[config.mk]
export PLATFORM = sky130hd
export DESIGN_NAME = imem_loader
export DESIGN_NICKNAME = d
export VERILOG_FILES = /design/src/rtl/imem_loader.sv
export SDC_FILE = /design/constraint.sdc
export NUM_CORES = 1
export LEC_CHECK = 0
export ABC_CLOCK_PERIOD_IN_PS = 4300
export CAP_MARGIN = 10
export CORE_MARGIN = 5
export CORE_UTILIZATION = 57
export DETAILED_ROUTE_END_ITERATION = 10
export HOLD_SLACK_MARGIN = 0.08
export PLACE_DENSITY = 0.89
export SLEW_MARGIN = 0
export SYNTH_ARGS = -nofsm -noshare
export SYNTH_HDL_FRONTEND = slang
export SYNTH_SLANG_ARGS = --single-unit
[constraint.sdc]
create_clock -name clk -period 4.3 [get_ports clk]
set_input_delay 1.29 -clock clk [delete_from_list [all_inputs] [get_ports clk]]
set_output_delay 1.29 -clock clk [all_outputs]
set_load 0.005 [all_outputs]
[src/rtl/imem_loader.sv]
// Instruction-memory loader: unpacks a length/data/checksum byte frame into 32-bit
// words on the imem write port and holds the core in reset until the image verifies.
module imem_loader #(
  parameter int unsigned ADDR_W  = 15,
  parameter int unsigned DEPTH   = 8192,
  parameter int unsigned CNT_W   = 14,
  parameter int unsigned TIMEOUT = 1000000
) (
  input  logic              clk,
  input  logic              reset,
  input  logic              rx_valid,
  input  logic [7:0]        rx_data,
  output logic              rx_ready,
  input  logic              load_req,
  output logic              imem_we,
  output logic [ADDR_W-1:0] imem_waddr,
  output logic [31:0]       imem_wdata,
  output logic              core_hold,
  output logic              load_done,
  output logic              load_err,
  output logic [CNT_W-1:0]  words_loaded
);

  localparam int unsigned IDLE_W = $clog2(TIMEOUT + 1);

  typedef enum logic [2:0] {
    S_LEN0, S_LEN1, S_DATA, S_CSUM, S_DONE, S_ERR
  } state_e;

  state_e              state_q, state_d;
  logic [15:0]         len_q, len_d;
  logic [7:0]          csum_q, csum_d;
  logic [1:0]          byte_idx_q, byte_idx_d;
  logic [23:0]         word_q, word_d;
  logic [IDLE_W-1:0]   idle_q, idle_d;
  logic                we_q, we_d;
  logic [ADDR_W-1:0]   waddr_q, waddr_d;
  logic [31:0]         wdata_q, wdata_d;
  logic [CNT_W-1:0]    cnt_q, cnt_d;
  logic                rx_ready_q, rx_ready_d;
  logic                core_hold_q, core_hold_d;
  logic                done_q, done_d;
  logic                err_q, err_d;
  logic                accept;

  assign rx_ready     = rx_ready_q;
  assign imem_we      = we_q;
  assign imem_waddr   = waddr_q;
  assign imem_wdata   = wdata_q;
  assign core_hold    = core_hold_q;
  assign load_done    = done_q;
  assign load_err     = err_q;
  assign words_loaded = cnt_q;

  always_ff @(posedge clk) begin
    if (reset) begin
      state_q     <= S_LEN0;
      len_q       <= '0;
      csum_q      <= '0;
      byte_idx_q  <= '0;
      word_q      <= '0;
      idle_q      <= '0;
      we_q        <= 1'b0;
      waddr_q     <= '0;
      wdata_q     <= '0;
      cnt_q       <= '0;
      rx_ready_q  <= 1'b1;
      core_hold_q <= 1'b1;
      done_q      <= 1'b0;
      err_q       <= 1'b0;
    end else begin
      state_q     <= state_d;
      len_q       <= len_d;
      csum_q      <= csum_d;
      byte_idx_q  <= byte_idx_d;
      word_q      <= word_d;
      idle_q      <= idle_d;
      we_q        <= we_d;
      waddr_q     <= waddr_d;
      wdata_q     <= wdata_d;
      cnt_q       <= cnt_d;
      rx_ready_q  <= rx_ready_d;
      core_hold_q <= core_hold_d;
      done_q      <= done_d;
      err_q       <= err_d;
    end
  end

  always_comb begin
    state_d    = state_q;
    len_d      = len_q;
    csum_d     = csum_q;
    byte_idx_d = byte_idx_q;
    word_d     = word_q;
    idle_d     = idle_q;
    we_d       = 1'b0;
    waddr_d    = waddr_q;
    wdata_d    = wdata_q;
    cnt_d      = cnt_q;
    accept     = rx_valid && rx_ready_q;

    case (state_q)
      S_LEN0: begin
        if (accept) begin
          len_d   = {8'h00, rx_data};
          csum_d  = rx_data;
          state_d = S_LEN1;
        end
      end
      S_LEN1: begin
        if (accept) begin
          len_d      = {rx_data, len_q[7:0]};
          csum_d     = csum_q ^ rx_data;
          byte_idx_d = '0;
          cnt_d      = '0;
          if (32'(len_d) > DEPTH)  state_d = S_ERR;
          else if (len_d == 16'd0) state_d = S_CSUM;
          else                     state_d = S_DATA;
        end
      end
      S_DATA: begin
        if (accept) begin
          csum_d     = csum_q ^ rx_data;
          byte_idx_d = byte_idx_q + 2'd1;
          case (byte_idx_q)
            2'd0:    word_d[7:0]   = rx_data;
            2'd1:    word_d[15:8]  = rx_data;
            2'd2:    word_d[23:16] = rx_data;
            default: begin
              // Fourth byte completes the word; write strobe lands next cycle.
              we_d    = 1'b1;
              waddr_d = ADDR_W'(cnt_q);
              wdata_d = {rx_data, word_q};
              cnt_d   = cnt_q + CNT_W'(1);
              if (32'(cnt_q) + 32'd1 == 32'(len_q)) state_d = S_CSUM;
            end
          endcase
        end
      end
      S_CSUM: begin
        if (accept) state_d = (rx_data == csum_q) ? S_DONE : S_ERR;
      end
      S_DONE, S_ERR: begin
        if (load_req) begin
          state_d    = S_LEN0;
          csum_d     = '0;
          cnt_d      = '0;
          byte_idx_d = '0;
        end
      end
      default: state_d = S_LEN0;
    endcase

    // Mid-frame idle watchdog; an accepted byte always beats expiry.
    if (state_q inside {S_LEN1, S_DATA, S_CSUM}) begin
      if (accept) begin
        idle_d = '0;
      end else begin
        idle_d = idle_q + IDLE_W'(1);
        if (32'(idle_d) >= TIMEOUT) state_d = S_ERR;
      end
    end else begin
      idle_d = '0;
    end

    rx_ready_d  = state_d inside {S_LEN0, S_LEN1, S_DATA, S_CSUM};
    core_hold_d = (state_d != S_DONE);
    done_d      = (state_d == S_DONE);
    err_d       = (state_d == S_ERR);
  end

endmodule

==> insert_results.sql <==
INSERT INTO impl_metrics (metric_group, metric, value, unit) VALUES
('outcome', 'run_status', 'finished clean', ''),
('clock_network', 'clock_buffer_count_from_cts', '17', ''),
('clock_network', 'clock_slew_at_reported_path_ffs', '0.06', 'ns'),
('die', 'core', '10890', 'um^2'),
('pwr', 'p_seq_share', '46.7', '%'),
('pwr', 'static-leakage-power', '2.529', 'nW'),
('timing', 'layout_worst_path_cycle_share', '71.01', '%'),
('critical_path', 'arrival', '1.76', 'ns'),
('cells_and_area', 'layout-area-overhead-vs-synth', '19.58', '%'),
('yosys', 'syn-instance-count', '818', ''),
('die', 'floorplan.die_area', '13420', 'um^2'),
('critical_path', 'worst-path-stages', '1', ''),
('yosys', 'synth_enable_flop_cells', '0', ''),
('clock_network', 'cts_htree_levels', '4', ''),
('pwr', 'clock_network_fraction_of_design_power', '46.8', '%'),
('critical_path', 'buf_inv_stages_crit_path', '1', ''),
('detailed_routing', 'drc', '0', ''),
('critical_path', 'crit_path_top_delay_cell', 'sky130_fd_sc_hd__dfxtp_1', ''),
('pwr', 'internal_power_of_the_cells', '2.158', 'mW'),
('timing', 'period_needed', '3.053', 'ns'),
('timing', 'finalSetupViolations', '0', ''),
('global_route', 'number_of_global_route_vias_before_repair', '5305', ''),
('detailed_routing', 'vias', '5829', ''),
('yosys', 'yosysWarnings', '0', ''),
('yosys', 'syn-mean-instance-area', '7.805', 'um^2'),
('timing', 'fin_hold_ws', '0.4518', 'ns'),
('clock_network', 'cts.root.buffer_cell', 'sky130_fd_sc_hd__clkbuf_8', ''),
('die', 'floorplan.initialDensity', '58.64', '%'),
('die', 'die_y', '115.8', 'um'),
('timing', 'post_route_clock_skew', '0.01611', 'ns'),
('critical_path', 'worst_path_largest_cell_delay', '0.62', 'ns'),
('pwr', 'ir_worst_vdd', '0.3003', 'mV'),
('critical_path', 'timing.critical_path.required', '3.01', 'ns'),
('pwr', 'power.share.combinational', '6.5', '%'),
('clock_network', 'clock_latency', '0.54', 'ns'),
('critical_path', 'path_delay_family', 'flip-flops', ''),
('yosys', 'yosys_most_used_dff', 'sky130_fd_sc_hd__dfxtp_1', ''),
('global_route', 'grt_util_all_layers', '23.18', '%'),
('cells_and_area', 'drive_gt1_share', '6.272', '%'),
('die', 'number_of_standard_cell_rows_in_the_floorplan', '38', ''),
('critical_path', 'crit_path_max_fanout', '14', ''),
('clock_network', 'post_cts_setup_buffer_count', '0', ''),
('global_route', 'wire_length_of_the_first_global_routing_pass', '25.12', 'mm'),
('hold_path', 'hold-path-cell-count', '2', ''),
('yosys', 'post_synth_main_area_contributors', 'sky130_fd_sc_hd__dfxtp_1, sky130_fd_sc_hd__nand2_1, sky130_fd_sc_hd__a21oi_1', ''),
('clock_network', 'cts_buffer_depth', '2', ''),
('place', 'i_o_buffers', '76', ''),
('place', 'place.gp.congestion', '0.8272', ''),
('yosys', 'yosysSeqAreaShare', '43.27', '%'),
('yosys', 'synth.net_count', '837', ''),
('critical_path', 'r2r_setup_slack', '1.51', 'ns'),
('yosys', 'ys_ff_latch', '138', ''),
('die', 'chipWidth', '115.8', 'um'),
('critical_path', 'cp-start-kind', 'flip-flop', ''),
('critical_path', 'timing.reg2reg.worst_path_depth', '8', ''),
('yosys', 'ys_types', '67', ''),
('yosys', 'post_synthesis_cell_type_with_the_largest_combined_area', 'sky130_fd_sc_hd__dfxtp_1', ''),
('global_route', 'grt_overflow_total', '0', ''),
('clock_network', 'clock-sinks', '138', ''),
('detailed_routing', 'wirelength', '15.32', 'mm'),
('job', 'maxCapViolations', '0', ''),
('pwr', 'power_switching_share', '24.30', '%'),
('clock_network', 'cts_tree', 'done', ''),
('detailed_routing', 'avgViaCountPerCell', '5.823', ''),
('global_route', 'grt_max_degree', '92', ''),
('detailed_routing', 'drt-initial-drc-count', '580', ''),
('global_route', 'grt_antenna_before_repair', '0', ''),
('timing', 'hold_violations', '0', ''),
('yosys', 'synthesis.area', '6385', 'um^2'),
('timing', 'worstMarginPinSlew', '0.9854', 'ns'),
('detailed_routing', 'post_drt_wl_per_cell', '15.30', 'um');
[per-stage QoR]
step | std cells | utilization, % | total power [mW] | area (um^2) | setup slack (ns)
6_report | 1001 | 70.12 | 2.851 | 7635 | 1.247
5_1_grt | 1001 | 70.12 | 2.948 | 7635 | 1.104
4_1_cts | 1001 | 70.12 | 2.861 | 7635 | 1.267
3_5_place_dp | 971 | 65.13 | 1.538 | 7092 | 0.7639
3_3_place_gp | 971 | 65.13 | 1.533 | 7092 | 0.8142
2_1_floorplan | 818 | - | 1.486 | 6385 | 1.463
[logic make-up (layout without fill, tap and decap cells)]
family / count (synthesis) / in the layout / share of synthesized area, %
DFF: 138 / 138 / 43.27
AOI/OAI and AO/OA: 188 / 188 / 17.13
adders and majority gates: 7 / 7 / 1.372
xor gates and xnor gates: 45 / 45 / 6.173
other: 1 / 1 / 0.05873
buffers and inverters: 78 / 121 / 4.879
and+or+nand+nor: 357 / 357 / 26.42
muxes: 4 / 4 / 0.7054
[sequential cells by signal (all words and copies together), names as in the netlist, 2 cells and up]
signal        flops
idle_q           20
len_q            16
imem_waddr       14
state_q           3
word_q           24
byte_idx_q        2
csum_q            8
words_loaded     14
imem_wdata       32
[metal layers]
metal / GRT usage [%] / part of all wire [%]
met1: 28.84 / 42
met2: 38.32 / 49
met3: 6.371 / 7.7
met4: 8.971 / 1.8
met5: 0 / 0
[cells in the mapped netlist, types with 8 or more instances]
| cell | n |
|---|---|
| sky130_fd_sc_hd__nor2_1 | 65 |
| sky130_fd_sc_hd__nand2_1 | 163 |
| sky130_fd_sc_hd__dfxtp_1 | 138 |
| sky130_fd_sc_hd__xnor2_1 | 18 |
| sky130_fd_sc_hd__nand3_1 | 49 |
| sky130_fd_sc_hd__a21oi_1 | 114 |
| sky130_fd_sc_hd__nor3_1 | 11 |
| sky130_fd_sc_hd__o211ai_1 | 8 |
| sky130_fd_sc_hd__nand4_1 | 12 |
| sky130_fd_sc_hd__inv_1 | 9 |
| sky130_fd_sc_hd__xor2_1 | 27 |
| sky130_fd_sc_hd__o21ai_0 | 30 |
| sky130_fd_sc_hd__clkbuf_1 | 54 |
[path summary, 6_finish.rpt]
path,start,end
min reg2reg,imem_wdata[28]$_SDFFE_PP0P_,imem_wdata[28]$_SDFFE_PP0P_
max reg2reg,words_loaded[0]$_SDFFE_PP0P_,load_done$_SDFF_PP0_
min,imem_wdata[28]$_SDFFE_PP0P_,imem_wdata[28]$_SDFFE_PP0P_
max,words_loaded[8]$_SDFFE_PP0P_,words_loaded[8]
[area by class of cell]
cell class                 count  share of cell area, %
multi-input combinational    602                  43.44
inverter                       9                 0.4425
timing repair buffer          82                  10.52
clock buffer                  20                  5.834
clock inverter                10                  1.278
sequential                   138                  36.18
tap                          140                  2.294
[power by group through the flow]
| stage | clock (mW) | sequential, mW | combinational [mW] |
|---|---|---|---|
| 6_report | 1.34 | 1.33 | 0.185 |
| 5_1_grt | 1.41 | 1.33 | 0.203 |
| 4_1_cts | 1.35 | 1.33 | 0.182 |
| 3_5_place_dp | 0 | 1.36 | 0.180 |
| 3_3_place_gp | 0 | 1.36 | 0.176 |
| 2_1_floorplan | 0 | 1.34 | 0.143 |
[cell usage in the layout, fill, tap and decap left out, types with 4 or more instances in the layout]
cell type	Yosys	layout
sky130_fd_sc_hd__nand2_1	163	163
sky130_fd_sc_hd__dfxtp_1	138	138
sky130_fd_sc_hd__a21oi_1	114	114
sky130_fd_sc_hd__clkdlybuf4s50_1	0	75
sky130_fd_sc_hd__nor2_1	65	65
sky130_fd_sc_hd__nand3_1	49	48
sky130_fd_sc_hd__o21ai_0	30	30
sky130_fd_sc_hd__xor2_1	27	27
sky130_fd_sc_hd__xnor2_1	18	18
sky130_fd_sc_hd__clkbuf_16	0	16
sky130_fd_sc_hd__nand4_1	12	12
sky130_fd_sc_hd__nor3_1	11	11
sky130_fd_sc_hd__inv_1	9	9
sky130_fd_sc_hd__o211ai_1	8	8
sky130_fd_sc_hd__ha_1	7	7
sky130_fd_sc_hd__buf_4	3	7
sky130_fd_sc_hd__and3_1	7	6
sky130_fd_sc_hd__nor2b_1	6	6
sky130_fd_sc_hd__a211oi_1	5	5
sky130_fd_sc_hd__nand3b_1	5	5
sky130_fd_sc_hd__and2_1	5	5
sky130_fd_sc_hd__nor4_1	4	4
sky130_fd_sc_hd__and4_1	4	4
sky130_fd_sc_hd__clkinv_4	0	4
No activity file was read; power rests on OpenSTA's default activity.
